File: src/rtl/ras_ctrl.sv
// ras_ctrl: speculative return-address-stack controller with a STAGES-deep in-flight op pipeline
//
// Parameters: STAGES (speculative stages, >=1), WIDTH (return-address width, halfword units)
// Ports:
//   clk, rst_ni                          clock, asynchronous active-low reset
//   fe_valid_i/fe_ready_o                fetch op handshake
//   fe_call_i, fe_ret_i, fe_pc_i, fe_rvc_i  op kind, halfword PC, 16-bit instruction flag
//   be_retire_valid_i/be_retire_ready_o  retire of the op in the last stage
//   be_mispredict_i                      discard all non-retired ops
//   ras_push_o, ras_pop_o, ras_din_o     stack push/pop strobes and pushed return address
//   ras_commit_o, ras_flush_o            per-stage advance / discard strobes
//   ras_dout_i, ras_valid_i              top-of-stack value and its validity
//   pred_valid_o, pred_target_o          registered return prediction
//   stat_mispred_o, stat_underflow_o     saturating event counters (only with RAS_CTRL_STATS_EN)
// rst_ni is expected to be deasserted synchronously to clk by its source.
module ras_ctrl #(
   parameter int STAGES = 2,
   parameter int WIDTH  = 31
) (
   input  logic              clk,
   input  logic              rst_ni,
   input  logic              fe_valid_i,
   output logic              fe_ready_o,
   input  logic              fe_call_i,
   input  logic              fe_ret_i,
   input  logic [WIDTH-1:0]  fe_pc_i,
   input  logic              fe_rvc_i,
   input  logic              be_retire_valid_i,
   output logic              be_retire_ready_o,
   input  logic              be_mispredict_i,
   output logic              ras_push_o,
   output logic              ras_pop_o,
   output logic [WIDTH-1:0]  ras_din_o,
   output logic [STAGES-1:0] ras_commit_o,
   output logic [STAGES-1:0] ras_flush_o,
   input  logic [WIDTH-1:0]  ras_dout_i,
   input  logic              ras_valid_i,
   output logic              pred_valid_o,
   output logic [WIDTH-1:0]  pred_target_o,
   output logic [31:0]       stat_mispred_o,
   output logic [31:0]       stat_underflow_o
);
   localparam logic [STAGES-1:0] TOP = STAGES'(1) << (STAGES-1);
   logic [STAGES-1:0] r_occ;
   logic [STAGES-1:0] w_adv;
   logic [STAGES-1:0] w_occ_nxt;
   logic              w_accept;
   logic [WIDTH-1:0]  r_pred_target;
   logic              r_pred_valid;
   // A stage advances when the stage above is empty or itself advancing this cycle.
   always_comb begin
      w_adv = '0;
      w_adv[STAGES-1] = r_occ[STAGES-1] & be_retire_valid_i;
      for (int i = STAGES-2; i >= 0; i--) w_adv[i] = r_occ[i] & (~r_occ[i+1] | w_adv[i+1]);
   end
   // On mispredict only a retiring last-stage op survives; everything else is flushed.
   assign ras_commit_o      = be_mispredict_i ? (w_adv & TOP) : w_adv;
   assign ras_flush_o       = be_mispredict_i ? (r_occ & ~ras_commit_o) : '0;
   assign fe_ready_o        = ~be_mispredict_i & (~r_occ[0] | ras_commit_o[0]);
   assign be_retire_ready_o = r_occ[STAGES-1];
   assign w_accept          = fe_valid_i & fe_ready_o & (fe_call_i | fe_ret_i);
   assign ras_push_o        = w_accept & fe_call_i;
   assign ras_pop_o         = w_accept & fe_ret_i;
   assign ras_din_o         = fe_pc_i + (fe_rvc_i ? WIDTH'(1) : WIDTH'(2));
   assign w_occ_nxt         = be_mispredict_i ? '0 :
                              (r_occ & ~ras_commit_o) | (ras_commit_o << 1) | STAGES'(w_accept);
   assign pred_valid_o      = r_pred_valid;
   assign pred_target_o     = r_pred_target;
   always_ff @(posedge clk or negedge rst_ni) begin
      if (!rst_ni) begin
         r_occ         <= '0;
         r_pred_valid  <= 1'b0;
         r_pred_target <= '0;
      end else begin
         r_occ        <= w_occ_nxt;
         r_pred_valid <= ras_pop_o & ras_valid_i;
         if (ras_pop_o) r_pred_target <= ras_dout_i;
      end
   end
`ifdef RAS_CTRL_STATS_EN
   logic [31:0] r_mispred;
   logic [31:0] r_underflow;
   always_ff @(posedge clk or negedge rst_ni) begin
      if (!rst_ni) begin
         r_mispred   <= '0;
         r_underflow <= '0;
      end else begin
         if (be_mispredict_i && |r_occ && ~&r_mispred) r_mispred <= r_mispred + 32'd1;
         if (ras_pop_o && !ras_valid_i && ~&r_underflow) r_underflow <= r_underflow + 32'd1;
      end
   end
   assign stat_mispred_o   = r_mispred;
   assign stat_underflow_o = r_underflow;
`else
   assign stat_mispred_o   = '0;
   assign stat_underflow_o = '0;
`endif
endmodule

File: config.mk
export PLATFORM = sky130hd
export DESIGN_NAME = ras_ctrl
export DESIGN_NICKNAME = d
export VERILOG_FILES = /design/src/rtl/ras_ctrl.sv
export SDC_FILE = /design/constraint.sdc
export NUM_CORES = 1
export LEC_CHECK = 0
export CORE_MARGIN = 4
export CORE_UTILIZATION = 35
export CTS_BUF_LIST = sky130_fd_sc_hd__clkbuf_16
export CTS_CLUSTER_DIAMETER = 50
export DETAILED_ROUTE_END_ITERATION = 8
export PLACE_DENSITY = 0.83
export SLEW_MARGIN = 20
export SYNTH_ARGS = -nofsm -noshare
export SYNTH_HDL_FRONTEND = slang
export SYNTH_SLANG_ARGS = --single-unit
File: constraint.sdc
create_clock -name clk -period 6.85 [get_ports clk]
set_input_delay 1.37 -clock clk [delete_from_list [all_inputs] [get_ports clk]]
set_output_delay 1.37 -clock clk [all_outputs]
set_load 0.02 [all_outputs]
==> results of run 1 <==
[worst max-delay path, delay by kind of cell]
kind / cells / cell delay, ps
xor+xnor: 1 / 190
fa+ha+maj: 2 / 450
simple gates: 3 / 960
buf+inv: 2 / 1120
[per-stage QoR]
step / total power [uW] / worst slack [ps] / instances / hold slack (ps)
3_5_place_dp: 568.9 / 1373 / 474 / 484.4
3_3_place_gp: 560.9 / 1452 / 474 / 472.7
6_report: 779.2 / 1383 / 482 / 489.9
5_1_grt: 816.6 / 1217 / 482 / 517.9
2_1_floorplan: 430.8 / 2470 / 305 / 516.7
4_1_cts: 787.6 / 1359 / 482 / 496.5
[power by group]
group	internal, uW	switching [uW]	total (uW)
Clock	132	82.4	215
Sequential	237	17.3	254
Combinational	152	158	310
Total	521	258	779
[worst max-delay path by stage]
stage / startpoint / endpoint / cells past startpoint
finish: fe_rvc_i / ras_din_o[30] / 8
global route: fe_rvc_i / ras_din_o[26] / 8
CTS: fe_rvc_i / ras_din_o[30] / 8
detailed placement: fe_rvc_i / ras_din_o[30] / 8
global placement: fe_rvc_i / ras_din_o[30] / 8
floorplan: fe_pc_i[0] / ras_din_o[26] / 7
[area by class of cell]
cell class | count | area (um2)
Clock buffer | 5 | 125.1
Clock inverter | 3 | 16.27
Fill cell | 631 | 2950
Inverter | 5 | 18.77
Multi-Input combinational cell | 197 | 1336
Sequential cell | 34 | 850.8
Tap cell | 96 | 120.1
Timing Repair Buffer | 142 | 1414
[per-layer routing]
metal / vias up / share of wire, % / GRT usage [%]
met4: 0 / 2.3 / 5.446
li1: 975 / - / -
met3: 14 / 12 / 6.891
met2: 124 / 51 / 28.16
met1: 980 / 35 / 16.42
met5: - / 0 / 0
[cells by family (layout without fill, tap and decap cells)]
group | Yosys count | count (layout) | share of synthesized area [%]
AOI/OAI and AO/OA | 4 | 4 | 0.9072
xor gates and xnor gates | 29 | 29 | 10.23
adders and majority gates | 3 | 3 | 1.814
buffers and inverters | 74 | 155 | 21.62
DFF | 34 | 34 | 34.27
muxes | 31 | 31 | 14.06
other | 1 | 64 | 0.1511
and+or+nand+nor | 66 | 66 | 16.94
[registers in the layout, indices dropped and copies added (netlist names)]
| register | count |
|---|---|
| r_occ | 2 |
| pred_target_o | 31 |
| pred_valid_o | 1 |
[placed cells by master, fill, tap and decap left out, types with 2 or more instances in the layout]
master / Yosys / final
clkdlybuf4s50_1: 0 / 140
conb_1: 1 / 64
dfrtp_1: 34 / 34
mux2_2: 27 / 27
xnor2_1: 17 / 17
nand3_1: 15 / 14
xor2_1: 12 / 12
nand2_1: 11 / 11
nor2_1: 6 / 6
nor3_1: 6 / 6
nand4_1: 5 / 5
nor4_2: 5 / 5
and2_1: 5 / 5
clkbuf_16: 0 / 5
inv_1: 4 / 4
mux2_1: 4 / 4
and4_1: 3 / 3
or3_1: 2 / 2
clkinv_1: 1 / 2
a21oi_1: 2 / 2
ha_1: 2 / 2
==> metrics.txt, run 1 <==
# TYPE chip_impl_metric gauge
chip_impl_info{name="outcome",value="completed"} 1
chip_impl_metric{name="depth_of_the_worst_register_to_register_path",unit=""} 5
chip_impl_metric{name="nNetsFinal",unit=""} 459
chip_impl_metric{name="grt_usage",unit="%"} 15.78
chip_impl_metric{name="total_of_max_cap_violations",unit=""} 0
chip_impl_metric{name="ioPinCount",unit=""} 206
chip_impl_info{name="crit-reg2reg-capture",value="pred_target_o[15]"} 1
chip_impl_metric{name="drtPass1Iterations",unit=""} 4
chip_impl_metric{name="pwr_density_cell",unit="nW/um2"} 200.8
chip_impl_info{name="yosys-top-cells-count",value="buf_4 (64), dfrtp_1 (34), mux2_2 (27)"} 1
chip_impl_metric{name="antenna_violating_nets_post_route",unit=""} 0
chip_impl_info{name="tritoncts",value="yes"} 1
chip_impl_metric{name="floorplan.die.width",unit="um"} 92.22
chip_impl_metric{name="p_leak",unit="uW"} 0.001629
chip_impl_metric{name="antenna-diode-count",unit=""} 0
chip_impl_info{name="reg2reg_from",value="r_occ[1]"} 1
chip_impl_metric{name="number_of_remaining_drc_errors",unit=""} 0
chip_impl_metric{name="postLayoutCoreUtil",unit="%"} 56.81
chip_impl_metric{name="setup.reg_to_reg.worst_slack",unit="ps"} 5040
chip_impl_info{name="timing.hold.worst_endpoint",value="pred_target_o[0]"} 1
chip_impl_metric{name="gp_congestion",unit=""} 0.8650
chip_impl_info{name="holdCritPathClass",value="reg -> reg"} 1
chip_impl_metric{name="max-vdd-ir-drop",unit="V"} 0.0001612
chip_impl_info{name="critPathKind",value="in -> out"} 1
chip_impl_info{name="synthDominantAreaCellType",value="dfrtp_1"} 1
chip_impl_info{name="clock_root_buffer",value="clkbuf_16"} 1
chip_impl_metric{name="grt_max_degree",unit=""} 35
chip_impl_metric{name="final_min_period_over_clock_period",unit="%"} 79.81
chip_impl_info{name="library_cell_with_the_highest_instance_count_after_synthesis",value="buf_4"} 1
chip_impl_metric{name="grt_overflow_total",unit=""} 0
chip_impl_metric{name="setup_viol",unit=""} 0
chip_impl_metric{name="cts_sink_cnt",unit=""} 34
chip_impl_metric{name="standard_cell_rows",unit=""} 30
chip_impl_metric{name="syn-mean-instance-area",unit="um2"} 10.26
chip_impl_metric{name="syn_to_final_growth",unit="%"} 56.35
chip_impl_metric{name="post_synth_inst_count",unit=""} 242
chip_impl_metric{name="cts-buffers-inserted",unit=""} 5
chip_impl_metric{name="dpl.hpwl",unit="um"} 5864
chip_impl_metric{name="yosys.area.top_type_share",unit="%"} 34.27
chip_impl_metric{name="grt_pass1_vias",unit=""} 2202
chip_impl_info{name="cpMostUsedCell",value="clkdlybuf4s50_1"} 1
chip_impl_metric{name="critical-path-max-stage-delay",unit="ps"} 630
chip_impl_metric{name="worst-slew-pin-transition",unit="ps"} 774.9
chip_impl_metric{name="fin_setup_tns",unit="ps"} 0
chip_impl_metric{name="worst_rel_slew_slack",unit="%"} 48.34
chip_impl_metric{name="path_clk_slew",unit="ps"} 50
chip_impl_metric{name="min_delay_path_depth",unit=""} 1
chip_impl_metric{name="layout_min_cycle_time",unit="ps"} 5467
chip_impl_metric{name="drive_above_1_share",unit="%"} 11.92
chip_impl_metric{name="clock.fmax",unit="MHz"} 182.9
chip_impl_metric{name="timing.critical_path.arrival",unit="ps"} 4100
chip_impl_metric{name="worst_clock_skew",unit="ps"} 2.577
chip_impl_metric{name="cts.hold.buffers_added",unit=""} 0
chip_impl_metric{name="start_util",unit="%"} 36.34
chip_impl_metric{name="ys_warn_count",unit=""} 0
chip_impl_metric{name="worst_path_required_time",unit="ps"} 5480
chip_impl_metric{name="final_max_slew_viol_count",unit=""} 0
chip_impl_metric{name="clk_path_buf_depth",unit=""} 2
chip_impl_metric{name="cts_setup_buffers",unit=""} 0
chip_impl_info{name="critPathSlowestCell",value="clkdlybuf4s50_1"} 1
chip_impl_info{name="min-delay-start",value="pred_target_o[0]"} 1
chip_impl_metric{name="vias_per_cell",unit=""} 4.342
chip_impl_metric{name="final-hold-violation-count",unit=""} 0
chip_impl_metric{name="cts_repair_resize_count",unit=""} 0
chip_impl_metric{name="die_area",unit="um2"} 8504
chip_impl_metric{name="postPlaceCellArea",unit="um2"} 3740
chip_impl_metric{name="worst_skew_pair.late_latency",unit="ps"} 270
chip_impl_metric{name="chipHeight",unit="um"} 92.22
chip_impl_metric{name="mappedNetlistArea",unit="um2"} 2482
chip_impl_info{name="synth_top_cells_by_area",value="dfrtp_1 (34%), buf_4 (19%), mux2_2 (12%)"} 1
chip_impl_info{name="rsz0062_at_grt",value="no"} 1
chip_impl_info{name="critical_path_start_type",value="input pin"} 1
chip_impl_metric{name="portBuffers",unit=""} 141
chip_impl_metric{name="routed-via-count",unit=""} 2093
chip_impl_metric{name="critical_path_peak_fanout",unit=""} 6
chip_impl_metric{name="async_flop_share",unit="%"} 100.0
chip_impl_metric{name="detail_route.wirelength",unit="um"} 6996
chip_impl_metric{name="number_of_levels_the_h_tree_was_split_into",unit=""} 2
chip_impl_info{name="cell_chain_of_the_critical_path",value="clkdlybuf4s50_1 -> ha_1 -> fa_1 -> nand2_1 -> or3_1 -> nor4_2 -> xor2_1 -> clkdlybuf4s50_1"} 1
chip_impl_metric{name="synth-seq-cells",unit=""} 34
chip_impl_metric{name="synth_seq_area_share",unit="%"} 34.27
chip_impl_info{name="yosys_most_used_dff",value="dfrtp_1"} 1
chip_impl_metric{name="synth_enable_flop_cells",unit=""} 0
chip_impl_metric{name="detail_route.wl_per_cell",unit="um"} 14.51
chip_impl_metric{name="antenna_found_initial",unit=""} 0
chip_impl_info{name="critical_path.endpoint_type",value="primary output"} 1
chip_impl_metric{name="design.core.area",unit="um2"} 6832
chip_impl_metric{name="finish.instance_area",unit="um2"} 3881
chip_impl_metric{name="drtIter0Drc",unit=""} 66
chip_impl_metric{name="synth.lib_cells_used.distinct",unit=""} 33
chip_impl_metric{name="wire_length_of_the_first_global_routing_pass",unit="um"} 10830
No activity file was read; power rests on OpenSTA's default activity.
==> run 2, diff against run 1 <==
--- a/config.mk
+++ b/config.mk
@@ -6,11 +6,11 @@
 export NUM_CORES = 1
 export LEC_CHECK = 0
 export CORE_MARGIN = 4
-export CORE_UTILIZATION = 35
+export CORE_UTILIZATION = 33
 export CTS_BUF_LIST = sky130_fd_sc_hd__clkbuf_16
 export CTS_CLUSTER_DIAMETER = 50
 export DETAILED_ROUTE_END_ITERATION = 8
-export PLACE_DENSITY = 0.83
+export PLACE_DENSITY = 0.79
 export SLEW_MARGIN = 20
 export SYNTH_ARGS = -nofsm -noshare
 export SYNTH_HDL_FRONTEND = slang
==> constraint.sdc (replaced) <==
create_clock -name clk -period 5.1 [get_ports clk]
set_input_delay 1.02 -clock clk [delete_from_list [all_inputs] [get_ports clk]]
set_output_delay 1.02 -clock clk [all_outputs]
set_load 0.02 [all_outputs]
==> run 2 against run 1 <==
  * Clock skew up 3.1 ps
  * Sequential power up 35%
  * Cell count up 0.83%
  * Total power up 48%
  * Flip-flop and latch count unchanged
  * Critical path type unchanged
==> metrics.txt, run 2 (synthesized netlist as in run 1, its figures left out) <==
# TYPE chip_impl_metric gauge
chip_impl_metric{name="power.switching_fraction",unit="%"} 30.13
chip_impl_metric{name="cts-buffers-inserted",unit=""} 5
chip_impl_metric{name="worst-slew-pin-transition",unit="ps"} 625.4
chip_impl_info{name="critical_path.endpoint_type",value="primary output"} 1
chip_impl_metric{name="critical_path_buffer_and_inverter_count",unit=""} 2
chip_impl_metric{name="gp_congestion",unit=""} 0.8646
chip_impl_metric{name="vias_per_cell",unit=""} 4.290
chip_impl_metric{name="cts_sink_cnt",unit=""} 34
chip_impl_metric{name="max-vdd-ir-drop",unit="V"} 0.0002548
chip_impl_metric{name="critical-path-max-stage-delay",unit="ps"} 620
chip_impl_metric{name="met2RoutedLength",unit="um"} 3303
chip_impl_metric{name="postPlaceCellArea",unit="um2"} 3751
chip_impl_metric{name="wire_length_of_the_first_global_routing_pass",unit="um"} 9770
chip_impl_metric{name="drtPass1Iterations",unit=""} 4
chip_impl_metric{name="worst_path_required_time",unit="ps"} 4080
chip_impl_metric{name="finish.instance_area",unit="um2"} 3945
chip_impl_metric{name="wl_met1",unit="um"} 2305
chip_impl_info{name="holdCritPathClass",value="reg -> reg"} 1
chip_impl_metric{name="clock.fmax",unit="MHz"} 211.7
chip_impl_metric{name="power.sequential.fraction",unit="%"} 29.8
chip_impl_metric{name="grt_usage",unit="%"} 13.79
chip_impl_metric{name="portBuffers",unit=""} 141
chip_impl_metric{name="standard_cell_rows",unit=""} 31
chip_impl_metric{name="timing.critical_path.arrival",unit="ps"} 3700
chip_impl_metric{name="detail_route.wirelength",unit="um"} 6598
chip_impl_info{name="outcome",value="completed"} 1
chip_impl_metric{name="setup.reg_to_reg.worst_slack",unit="ps"} 3250
chip_impl_info{name="tritoncts",value="yes"} 1
chip_impl_metric{name="antenna_violating_nets_post_route",unit=""} 0
chip_impl_metric{name="number_of_levels_the_h_tree_was_split_into",unit=""} 2
chip_impl_info{name="critPathSlowestCell",value="clkdlybuf4s50_1"} 1
chip_impl_metric{name="final-hold-violation-count",unit=""} 0
chip_impl_metric{name="grt_max_degree",unit=""} 35
chip_impl_metric{name="floorplan.die.width",unit="um"} 94.73
chip_impl_metric{name="cts_setup_buffers",unit=""} 0
chip_impl_metric{name="grt_overflow_total",unit=""} 0
chip_impl_metric{name="final_max_slew_viol_count",unit=""} 0
chip_impl_metric{name="cts_repair_resize_count",unit=""} 0
chip_impl_metric{name="grt_pass1_vias",unit=""} 2100
chip_impl_metric{name="setup_viol",unit=""} 0
chip_impl_info{name="clock_root_buffer",value="clkbuf_16"} 1
chip_impl_metric{name="pwr_density_cell",unit="nW/um2"} 291.5
chip_impl_metric{name="power.internal",unit="uW"} 803.3
chip_impl_info{name="most_common_cell_after_layout_fill_and_taps_aside",value="clkdlybuf4s50_1"} 1
chip_impl_info{name="endpoint_of_the_most_critical_setup_path",value="ras_din_o[28]"} 1
chip_impl_info{name="layout.cells.most_common_list",value="clkdlybuf4s50_1 (141), conb_1 (64), dfrtp_1 (34)"} 1
chip_impl_metric{name="cts.hold.buffers_added",unit=""} 0
chip_impl_metric{name="layout_min_cycle_time",unit="ps"} 4723
chip_impl_metric{name="final_min_period_over_clock_period",unit="%"} 92.60
chip_impl_metric{name="nNetsFinal",unit=""} 460
chip_impl_metric{name="critical_path_peak_fanout",unit=""} 6
chip_impl_metric{name="pwr-share-clk",unit="%"} 34.3
chip_impl_metric{name="routed-via-count",unit=""} 2085
chip_impl_metric{name="drtIter0Drc",unit=""} 28
chip_impl_info{name="cpMostUsedCell",value="clkdlybuf4s50_1"} 1
chip_impl_metric{name="wl_met3",unit="um"} 920
chip_impl_info{name="kind_of_cell_adding_the_most_delay_to_the_critical_path",value="buffers and inverters"} 1
chip_impl_metric{name="netSwitchingPower",unit="uW"} 346.5
chip_impl_metric{name="die_area",unit="um2"} 8974
chip_impl_metric{name="clk_path_buf_depth",unit=""} 2
chip_impl_info{name="crit-reg2reg-capture",value="pred_target_o[23]"} 1
chip_impl_metric{name="crit_cells",unit=""} 8
chip_impl_metric{name="fin_setup_tns",unit="ps"} 0
chip_impl_metric{name="antenna_found_initial",unit=""} 0
chip_impl_info{name="critPathKind",value="in -> out"} 1
chip_impl_metric{name="ioPinCount",unit=""} 206
chip_impl_metric{name="design.core.area",unit="um2"} 7292
chip_impl_metric{name="start_util",unit="%"} 34.04
chip_impl_metric{name="antenna-diode-count",unit=""} 0
chip_impl_metric{name="chipHeight",unit="um"} 94.73
chip_impl_info{name="reg2reg_from",value="r_occ[1]"} 1
chip_impl_info{name="top_layer_used",value="met4"} 1
chip_impl_metric{name="comb_power_share",unit="%"} 35.9
chip_impl_metric{name="p_leak",unit="uW"} 0.001660
chip_impl_metric{name="depth_of_the_worst_register_to_register_path",unit=""} 5
chip_impl_metric{name="syn_to_final_growth",unit="%"} 58.92
chip_impl_info{name="worst_setup_path_startpoint",value="fe_rvc_i"} 1
chip_impl_metric{name="drive_above_1_share",unit="%"} 11.89
chip_impl_info{name="critical_path_start_type",value="input pin"} 1
chip_impl_metric{name="total_of_max_cap_violations",unit=""} 0
chip_impl_info{name="cell_chain_of_the_critical_path",value="clkdlybuf4s50_1 -> ha_1 -> fa_1 -> nand2_1 -> or3_1 -> nor4_2 -> xor2_1 -> clkdlybuf4s50_1"} 1
chip_impl_metric{name="worst_clock_skew",unit="ps"} 5.658
chip_impl_metric{name="worst_skew_pair.late_latency",unit="ps"} 280
chip_impl_metric{name="path_clk_slew",unit="ps"} 50
chip_impl_metric{name="number_of_remaining_drc_errors",unit=""} 0
chip_impl_metric{name="worst_rel_slew_slack",unit="%"} 57.98
chip_impl_metric{name="largest_reg_flops",unit=""} 31
chip_impl_metric{name="dpl.hpwl",unit="um"} 5554
chip_impl_info{name="rsz0062_at_grt",value="no"} 1
chip_impl_metric{name="detail_route.wl_per_cell",unit="um"} 13.58
-- run 2: how the worst min path moves through the flow --
stage                            from                 to  slack (ps)  depth (start not counted)
floorplan                    r_occ[0]           r_occ[1]         520                          2
global placement    pred_target_o[24]  pred_target_o[24]         480                          1
detailed placement   pred_target_o[0]   pred_target_o[0]         480                          1
CTS                  pred_target_o[0]   pred_target_o[0]         490                          1
global route        pred_target_o[16]  pred_target_o[16]         510                          1
finish               pred_target_o[0]   pred_target_o[0]         490                          1
-- run 2: power by group through the flow --
stage | Clock [uW] | Combinational, uW | Sequential (uW)
detailed placement | 0 | 415 | 347
CTS | 402 | 417 | 343
floorplan | 0 | 173 | 406
finish | 395 | 413 | 342
global placement | 0 | 411 | 344
global route | 415 | 439 | 349
-- run 2: worst reg2reg max path: cells and delay by family, from the launching register on --
| kind | cells | cell delay, ps |
|---|---|---|
| AO/OA/AOI/OAI | 1 | 170 |
| buffers and inverters | 1 | 370 |
| flip-flops | 1 | 360 |
| multiplexers | 1 | 400 |
| AND/OR/NAND/NOR | 2 | 430 |
-- run 2: routing by layer --
metal | global-route usage, % | up-vias
li1 | - | 976
met1 | 14.23 | 966
met2 | 24.90 | 135
met3 | 6.135 | 8
met4 | 4.327 | 0
met5 | 0 | -
-- run 2: layout make-up --
class / instances / area [um2]
inverter: 5 / 18.77
sequential: 34 / 850.8
timing repair buffer: 143 / 1426
clock buffer: 5 / 125.1
multi-input combinational: 197 / 1331
clock inverter: 3 / 68.82
tap: 99 / 123.9
fill: 647 / 3347
-- run 2: per-stage QoR --
stage               hold WS [ps]  std cells  setup WS [ps]  total power (uW)  util (%)
floorplan                  516.7        305           1420             578.6         -
global placement           475.8        478          426.4             754.4     51.44
detailed placement         480.6        478          358.7             762.6     51.44
CTS                        492.6        486          357.6              1162     54.10
global route               512.9        486          217.1              1202     54.10
finish                     486.8        486          377.3              1150     54.10
